==> config.mk <==
export PLATFORM = sky130hd
export DESIGN_NAME = rv32i_run_ctrl_flat
export DESIGN_NICKNAME = d
export VERILOG_FILES = /design/src/rtl/rv32i_run_ctrl_if.sv /design/src/rtl/rv32i_run_ctrl.sv /design/src/flat_wrapper.sv
export SDC_FILE = /design/constraint.sdc
export NUM_CORES = 1
export LEC_CHECK = 0
export CORE_ASPECT_RATIO = 1.2
export CORE_MARGIN = 10
export CORE_UTILIZATION = 55
export CTS_BUF_LIST = sky130_fd_sc_hd__clkbuf_16
export DETAILED_ROUTE_END_ITERATION = 16
export PLACE_DENSITY = 0.95
export SETUP_SLACK_MARGIN = 0.05
export SLEW_MARGIN = 10
export SYNTH_ARGS = -nofsm -noshare
export SYNTH_HDL_FRONTEND = slang
export SYNTH_SLANG_ARGS = --single-unit
export TNS_END_PERCENT = 100
==> constraint.sdc <==
create_clock -name clk_RV -period 5.35 [get_ports clk_RV]
set_input_delay 0.535 -clock clk_RV [delete_from_list [all_inputs] [get_ports clk_RV]]
set_output_delay 0.535 -clock clk_RV [all_outputs]
set_load 0.1 [all_outputs]
==> src/rtl/rv32i_run_ctrl_if.sv <==
// Run-controller bus: start request and core observation in, status out.
// master = top level / testbench, slave = rv32i_run_ctrl.
interface rv32i_run_ctrl_if #(
    parameter int unsigned CNT_W = 32
);
    logic             start;
    logic [31:0]      instruccion;
    logic [31:0]      pc;
    logic             core_reset;
    logic             core_en;
    logic             busy;
    logic             done;
    logic             timeout;
    logic [1:0]       halt_cause;
    logic [CNT_W-1:0] cycle_cnt;
    logic [CNT_W-1:0] instr_cnt;

    modport master (
        output start, instruccion, pc,
        input  core_reset, core_en, busy, done, timeout,
        input  halt_cause, cycle_cnt, instr_cnt
    );

    modport slave (
        input  start, instruccion, pc,
        output core_reset, core_en, busy, done, timeout,
        output halt_cause, cycle_cnt, instr_cnt
    );
endinterface

==> src/rtl/rv32i_run_ctrl.sv <==
// Run controller for rv32i: reset sequencing, execute gating, counters, halt/timeout.
// Ports: clk_RV, reset (async, active-high), bus (rv32i_run_ctrl_if.slave).
module rv32i_run_ctrl #(
    parameter int unsigned RST_CYCLES  = 4,
    parameter int unsigned MAX_CYCLES  = 2000,
    parameter int unsigned CNT_W       = 32,
    parameter logic [2:0]  HALT_EN     = 3'b111,
    parameter int unsigned LOOP_REPEAT = 2
) (
    input  logic               clk_RV,
    input  logic               reset,
    rv32i_run_ctrl_if.slave    bus
);
    localparam logic [31:0] EBREAK = 32'h0010_0073;
    localparam logic [31:0] ECALL  = 32'h0000_0073;

    localparam int unsigned RCW = $clog2(RST_CYCLES + 1);
    localparam int unsigned LCW = $clog2(LOOP_REPEAT + 1);

    localparam logic [RCW-1:0]   RST_LAST  = RCW'(RST_CYCLES - 1);
    localparam logic [LCW-1:0]   LOOP_LAST = LCW'(LOOP_REPEAT - 1);
    localparam logic [LCW-1:0]   LOOP_MAX  = LCW'(LOOP_REPEAT);
    localparam logic [CNT_W-1:0] CNT_LAST  =
        CNT_W'(MAX_CYCLES == 0 ? 0 : MAX_CYCLES - 1);

    typedef enum logic [1:0] {IDLE, RST, RUN, DONE} state_t;

    state_t           state;
    logic [RCW-1:0]   rst_cnt;
    logic [LCW-1:0]   loop_cnt;
    logic [31:0]      prev_pc;
    logic             have_prev;
    logic             core_reset;
    logic             core_en;
    logic             busy;
    logic             done;
    logic             timeout;
    logic [1:0]       halt_cause;
    logic [CNT_W-1:0] cycle_cnt;
    logic [CNT_W-1:0] instr_cnt;

    logic       is_ebreak;
    logic       is_ecall;
    logic       same_pc;
    logic       is_loop;
    logic       tmo_hit;
    logic       halt;
    logic [1:0] cause_n;

    assign bus.core_reset = core_reset;
    assign bus.core_en    = core_en;
    assign bus.busy       = busy;
    assign bus.done       = done;
    assign bus.timeout    = timeout;
    assign bus.halt_cause = halt_cause;
    assign bus.cycle_cnt  = cycle_cnt;
    assign bus.instr_cnt  = instr_cnt;

    // loop_cnt holds how many consecutive repeats preceded this cycle,
    // so the current repeat is the LOOP_REPEAT-th one when it reaches LOOP_LAST.
    always_comb begin
        is_ebreak = HALT_EN[0] && (bus.instruccion == EBREAK);
        is_ecall  = HALT_EN[1] && (bus.instruccion == ECALL);
        same_pc   = have_prev && (bus.pc == prev_pc);
        is_loop   = HALT_EN[2] && same_pc && (loop_cnt >= LOOP_LAST);
        tmo_hit   = (MAX_CYCLES != 0) && (cycle_cnt == CNT_LAST);
        halt      = is_ebreak || is_ecall || is_loop;
        cause_n   = 2'd0;
        if (is_ebreak) begin
            cause_n = 2'd1;
        end else if (is_ecall) begin
            cause_n = 2'd2;
        end else if (is_loop) begin
            cause_n = 2'd3;
        end
    end

    always_ff @(posedge clk_RV or posedge reset) begin
        if (reset) begin
            state      <= IDLE;
            rst_cnt    <= '0;
            loop_cnt   <= '0;
            prev_pc    <= '0;
            have_prev  <= 1'b0;
            core_reset <= 1'b1;
            core_en    <= 1'b0;
            busy       <= 1'b0;
            done       <= 1'b0;
            timeout    <= 1'b0;
            halt_cause <= 2'd0;
            cycle_cnt  <= '0;
            instr_cnt  <= '0;
        end else begin
            case (state)
                IDLE, DONE: begin
                    if (bus.start) begin
                        state      <= RST;
                        core_reset <= 1'b1;
                        core_en    <= 1'b0;
                        busy       <= 1'b1;
                        done       <= 1'b0;
                        timeout    <= 1'b0;
                        halt_cause <= 2'd0;
                        cycle_cnt  <= '0;
                        instr_cnt  <= '0;
                        rst_cnt    <= '0;
                        loop_cnt   <= '0;
                        have_prev  <= 1'b0;
                    end
                end
                RST: begin
                    if (rst_cnt == RST_LAST) begin
                        state      <= RUN;
                        core_reset <= 1'b0;
                        core_en    <= 1'b1;
                    end else begin
                        rst_cnt <= rst_cnt + 1'b1;
                    end
                end
                RUN: begin
                    if (!(&cycle_cnt)) begin
                        cycle_cnt <= cycle_cnt + 1'b1;
                    end
                    if ((bus.instruccion != 32'h0) && !(&instr_cnt)) begin
                        instr_cnt <= instr_cnt + 1'b1;
                    end
                    prev_pc   <= bus.pc;
                    have_prev <= 1'b1;
                    if (!same_pc) begin
                        loop_cnt <= '0;
                    end else if (loop_cnt != LOOP_MAX) begin
                        loop_cnt <= loop_cnt + 1'b1;
                    end
                    if (halt || tmo_hit) begin
                        state      <= DONE;
                        core_en    <= 1'b0;
                        busy       <= 1'b0;
                        done       <= 1'b1;
                        timeout    <= tmo_hit;
                        halt_cause <= cause_n;
                    end
                end
            endcase
        end
    end
endmodule

==> src/flat_wrapper.sv <==
// flat-port wrapper written by rule: the top's interface ports become plain ports
module rv32i_run_ctrl_flat 
#(
    parameter int unsigned RST_CYCLES  = 4,
    parameter int unsigned MAX_CYCLES  = 2000,
    parameter int unsigned CNT_W       = 32,
    parameter logic [2:0]  HALT_EN     = 3'b111,
    parameter int unsigned LOOP_REPEAT = 2
)
  (clk_RV, reset, bus_start, bus_instruccion, bus_pc, bus_core_reset, bus_core_en, bus_busy, bus_done, bus_timeout, bus_halt_cause, bus_cycle_cnt, bus_instr_cnt);
  rv32i_run_ctrl_if #(.CNT_W(CNT_W)) bus_i ();
  input  logic clk_RV;
  input  logic reset;
  input wire logic [$bits(bus_i.start)-1:0] bus_start;
  input wire logic [$bits(bus_i.instruccion)-1:0] bus_instruccion;
  input wire logic [$bits(bus_i.pc)-1:0] bus_pc;
  output wire logic [$bits(bus_i.core_reset)-1:0] bus_core_reset;
  output wire logic [$bits(bus_i.core_en)-1:0] bus_core_en;
  output wire logic [$bits(bus_i.busy)-1:0] bus_busy;
  output wire logic [$bits(bus_i.done)-1:0] bus_done;
  output wire logic [$bits(bus_i.timeout)-1:0] bus_timeout;
  output wire logic [$bits(bus_i.halt_cause)-1:0] bus_halt_cause;
  output wire logic [$bits(bus_i.cycle_cnt)-1:0] bus_cycle_cnt;
  output wire logic [$bits(bus_i.instr_cnt)-1:0] bus_instr_cnt;
  assign bus_i.start = bus_start;
  assign bus_i.instruccion = bus_instruccion;
  assign bus_i.pc = bus_pc;
  assign bus_core_reset = bus_i.core_reset;
  assign bus_core_en = bus_i.core_en;
  assign bus_busy = bus_i.busy;
  assign bus_done = bus_i.done;
  assign bus_timeout = bus_i.timeout;
  assign bus_halt_cause = bus_i.halt_cause;
  assign bus_cycle_cnt = bus_i.cycle_cnt;
  assign bus_instr_cnt = bus_i.instr_cnt;
  rv32i_run_ctrl #(.RST_CYCLES(RST_CYCLES), .MAX_CYCLES(MAX_CYCLES), .CNT_W(CNT_W), .HALT_EN(HALT_EN), .LOOP_REPEAT(LOOP_REPEAT)) u_core (.clk_RV(clk_RV), .reset(reset), .bus(bus_i));
endmodule
# Word level (Yosys, flattened, before mapping)
# Index checks and enable logic that the tools add are counted.
# Widths: inputs -> output; s select.
[totals]
ff_bits = 111
inputBits = 67
output_inout_bits = 71
elab_cells = 90
[op_classes]
addsub = 4
magnitude_cmp = 1
eq_ne = 16
n_mux = 34
n_reduce_logical = 22
[op_table]
columns = ["operator", "count"]
rows = [
  ["$pmux 32 s2", 2],
  ["$mux 32", 3],
  ["$add 32x1->32 const B", 2],
  ["$reduce_and 32->1", 2],
  ["$eq 32x11->1 const B", 1],
  ["$eq 32x21->1 const B", 1],
  ["$eq 32x32->1", 1],
  ["$eq 32x7->1 const B", 1],
  ["$reduce_bool 32->1", 1],
  ["$reduce_and 3->1", 7],
  ["$mux 2", 10],
  ["$pmux 1 s2", 5],
  ["$ne 2x2->1 const B", 4],
  ["$pmux 2 s2", 2],
  ["$mux 1", 7],
  ["$mux 3", 2],
  ["$ne 2x1->1 const B", 3],
  ["$pmux 2 s3", 1],
  ["$pmux 3 s2", 1],
  ["$eq 2x2->1 const B", 2],
  ["$reduce_bool 2->1", 2],
  ["$add 3x1->3 const B", 1],
  ["$eq 3x2->1 const B", 1],
  ["$logic_and 1x1->1", 3],
  ["10 further kinds", 12],
]

# Longest topological paths before layout
[depth]
depth_word = 8
ltp_mapped = 11

# Worst setup path after synthesis
# No wires, ideal clock.
[synth_timing]
path_kind = "flip-flop to flip-flop"
from = "register u_core.cycle_cnt[24], in the netlist u_core.bus.cycle_cnt[24]"
to = "register u_core.cycle_cnt[3], in the netlist u_core.bus.cycle_cnt[3]"
setup_time_ns = 0.132
arrival_ns = 2.740
required_ns = 5.218
path_slack_ns = 2.478
stages_incl_launch_ff = 8
cell_sequence = "dfrtp_1 -> nand4_1 -> or4_4 -> nor4_4 -> buf_4 -> nor3_1 -> xnor2_1 -> nor2_1"
[synth_between]
elab_chain_cells = 3
[synth_lines]
columns = ["element", "line", "rtl"]
rows = [
  ["from (decl)", "rv32i_run_ctrl.sv:39", "logic [CNT_W-1:0] cycle_cnt;"],
  ["from (signal assigned)", "rv32i_run_ctrl.sv:122", "cycle_cnt <= cycle_cnt + 1'b1;"],
  ["$reduce_and 32->1", "rv32i_run_ctrl.sv:121", "if (!(&cycle_cnt)) begin"],
  ["$ne 2x2->1 (no line)", "--", ""],
  ["$reduce_and 3->1 (no line)", "--", ""],
]
# No other way between the ends.
# A chain may end at the register's enable or synchronous reset.

# Final worst setup path
[layout_timing]
from = "register u_core.state[0]"
to = "register u_core.cycle_cnt[3], in the netlist u_core.bus.cycle_cnt[3]"
[layout_between]
elab_chain_cells = 4
word_cells_on_any_way = 9
[layout_lines]
columns = ["element", "line", "rtl"]
rows = [
  ["from (decl)", "rv32i_run_ctrl.sv:28", "state_t state;"],
  ["from (signal assigned)", "rv32i_run_ctrl.sv:80", "state <= IDLE;"],
  ["from (signal assigned)", "rv32i_run_ctrl.sv:97", "state <= RST;"],
  ["from (signal assigned)", "rv32i_run_ctrl.sv:113", "state <= RUN;"],
  ["$eq 2x2->1 / $logic_not 2->1 (equally long branches)", "rv32i_run_ctrl.sv:94", "case (state)"],
  ["$reduce_or 2->1", "rv32i_run_ctrl.sv:94", ""],
  ["$ne 2x2->1 (no line) / $reduce_bool 2->1 (equally long branches)", "--", ""],
  ["$reduce_and 3->1 (no line)", "--", ""],
]
# Several ways; a longest one is shown, not always the timed one.

==> metrics.md <==
| Metric | Value |
|---|---|
| Status | `finished clean` |
| CTS Buffer Depth | `2` |
| Worst EP required | `about 5600 ps` |
| Dpl cell area | `7595 um2` |
| Fill cells | `roughly 740` |
| Setup violators final | `0` |
| RSZ-0062 raised after global routing | `no` |
| IO Count | `138` |
| Vias in the first global route | `5862` |
| Fin area | `between 7000 and 8000 um2` |
| CP max FO | `44` |
| Critical-path cell list | `inv_1 -> ha_2 -> buf_4 -> nand2_1 -> or4_4 -> nor4_4 -> nor3_1 -> xnor2_1 -> nor2_1` |
| Power density over cell area | `366.0 nW/um2` |
| Fmax | `302.3 MHz` |
| Peak VDD IR | `roughly 0.00026 V` |
| Post-DR vias/cell | `~6.3` |
| Antenna violations before repair | `0` |
| Final Max Slew Viols | `0` |
| Worst-Margin Slew | `between 1000 and 1500 ps` |
| # rows | `42` |
| Top post-synthesis cells by area | `dfrtp_1, xnor2_1, mux2_2` |
| Commonest non-fill, non-tap cells in the layout | `clkdlybuf4s50_1, dfrtp_1, nand2_1, xnor2_1, nor2_1` |
| Final Skew | `a little under 7 ps` |
| Crit path max-delay cell type | `nor4_4` |
| Die Wd | `~120 um` |
| Post-DRT Antenna Nets | `0` |
| Mapped Cells | `approximately 640` |
| Fin. Hold Viols | `0` |
| Drt total wl | `17350 um` |
| Postcts setup bufs | `0` |
| Worst min path class | `reg -> reg` |
| Nets@finish | `between 800 and 900` |
| Initial Util | `between 50% and 60%` |
| Largest stage delay, worst path | `840 ps` |
| Seq/Total Area, Yosys | `between 40 and 50%` |
| First-pass GRT wire length | `28120 um` |
| Synth unique cells | `54` |
| Core ar. | `~11000 um2` |
| Clk root buf | `clkbuf_16` |
| Area fraction of the dominant cell type after synthesis | `44.66%` |
| Vias | `5621` |
| CTS tree | `built` |
| Share of layout cells above drive strength 1 | `about 7.7%` |
| Final Cycle Share | `61.83%` |
| Synth warn | `0` |
| Detailed Route Iter0 Violations | `between 400 and 500` |
| Post-CTS resize count | `0` |
| Drc violations | `0` |
| CP arrival | `around 3500 ps` |
| ANT cells | `0` |
| All-layer global routing usage | `between 20 and 25%` |
| Pleak | `between 3 and 4 nW` |
| Worst Setup End Kind | `flip-flop` |
| Drt wl/cell | `between 15 and 20 um` |
| Crit start category | `flip-flop` |
| CTS Buf Count | `9` |
| PortBufs | `between 100 and 150` |
| Post-synth net total | `720` |
| Routability cong. | `approximately 0.91` |
| Clock latency on the worst-skew pair | `about 340 ps` |
| Die ar. | `between 15000 and 20000 um2` |
| Pre-antenna DRT Iters | `8` |
| Cell area after synthesis | `just over 6000 um2` |
| Area grow syn2layout | `27.75%` |
| #FFs+latches synth | `about 110` |
| Relative slew margins | `roughly 16%` |
| MaxCap Viol Count | `0` |
| HPWL after DPL | `12890 um` |
| H-tree Lvls | `3` |
| Total gr overflow | `0` |
| # hold bufs at CTS | `0` |
| Die height | `136.0 um` |
| Pin count of the biggest net entering global routing | `62` |
| Clk pin slew, worst setup/hold paths | `roughly 70 ps` |
| Area leader, netlist | `dfrtp_1` |
| Most common cell after layout, fill and taps aside | `clkdlybuf4s50_1` |
| Setup_tns | `0 ps` |
| Crit Path Category | `reg -> reg` |
| Clock sinks | `around 110` |
| Post-layout min period | `3308 ps` |
| Post-Syn Area per Cell | `around 9.6 um2` |
[power breakdown]
part	switching (mW)	internal, mW	leakage (nW)
registers	0.129	1.01	1.46
clock network	0.290	0.355	0.138
logic	0.656	0.444	1.61
total	1.07	1.81	3.21
[layer usage]
layer / share of wire (%) / routed length (um) / track usage [%]
met1: 37 / 6440 / 24.62
met2: 51 / 8843 / 37.39
met4: 2.5 / 434 / 8.735
met5: 0 / 0 / 0
met3: 9.4 / 1630 / 6.570
[Yosys cell counts (all sizes together)]
cell	instances
o32ai	1
a22o	1
o31ai	12
and2	7
a211o	2
a21oi	24
nor2b	4
dfrtp	110
o22a	3
a32oi	1
o22ai	2
nand2	66
a41o	4
mux2	32
a31oi	4
a211oi	1
nor4b	1
a21o	3
inv	17
nand4	25
nor4	22
or2	3
a31o	1
buf	14
and4	10
clkbuf	20
nand4b	2
o21a	1
nand2b	11
nand3	34
nor3	22
nor4bb	1
or3	6
mux2i	17
xnor2	55
o311ai	4
a2111oi	1
a32o	1
dfstp	1
o21ai	19
or4	12
nor2	46
a22oi	1
and3	11
ha	9
[worst paths after layout]
check,cells past startpoint,end,slack [ps],from
max in group asynchronous,3,u_core.bus.cycle_cnt[31],3510,reset
max reg2reg,9,u_core.bus.cycle_cnt[3],2040,u_core.state[0]
min in group asynchronous,2,u_core.bus.cycle_cnt[8],690,reset
min reg2reg,1,u_core.bus.busy,490,u_core.bus.busy
min,1,u_core.bus.busy,490,u_core.bus.busy
max,9,u_core.bus.cycle_cnt[3],2040,u_core.state[0]
[logic make-up (layout without fill, tap and decap cells)]
family / count (synthesis) / in the layout / share of synthesized area (%)
buffers and inverters: 51 / 173 / 3.349
multiplexers: 49 / 49 / 8.607
AO/OA/AOI/OAI: 86 / 86 / 9.095
AND/OR/NAND/NOR: 283 / 283 / 24.22
adder cells (fa/ha/maj): 9 / 9 / 1.827
XOR/XNOR: 55 / 55 / 7.816
flip-flops: 111 / 111 / 45.09
[stage by stage]
step / utilization, % / total power, mW / cells / setup WS (ps) / hold WS, ps
after CTS: 71.69 / 2.887 / 898 / 2071 / 500.4
after detailed placement: 69.15 / 2.247 / 883 / 2148 / 485.2
after floorplan: - / 1.960 / 644 / 1886 / 464.1
after global routing: 71.69 / 3.048 / 898 / 1829 / 531.0
after global placement: 69.15 / 2.178 / 883 / 2212 / 473.1
final: 71.69 / 2.882 / 898 / 2042 / 491.0
[sequential cells by signal, indices dropped and copies added, names as in the netlist]
signal	flops
u_core.bus.cycle_cnt	32
u_core.bus.core_en	1
u_core.have_prev	1
u_core.bus.busy	1
u_core.bus.halt_cause	2
u_core.bus.core_reset	1
u_core.bus.instr_cnt	32
u_core.loop_cnt	2
u_core.state	2
u_core.prev_pc	32
u_core.bus.timeout	1
u_core.bus.done	1
u_core.rst_cnt	3
[final cells by class]
cell class	count	area, um2	area share (%)
multi-input cells	482	3183	40.43
inverters	17	66.31	0.8422
clock buffers	9	225.2	2.860
well taps	132	165.2	2.098
repair buffers	141	1401	17.80
clock inverters	6	53.80	0.6833
flip-flops and latches	111	2779	35.29
[worst max-delay path, delay by kind of cell (launching register included)]
| kind | cells | cell delay [ps] |
|---|---|---|
| DFF | 1 | 400 |
| and+or+nand+nor | 5 | 1760 |
| xor gates and xnor gates | 1 | 270 |
| buffers and inverters | 2 | 550 |
| adders and majority gates | 1 | 170 |
Note: power is estimated with default switching activity, not from simulation.
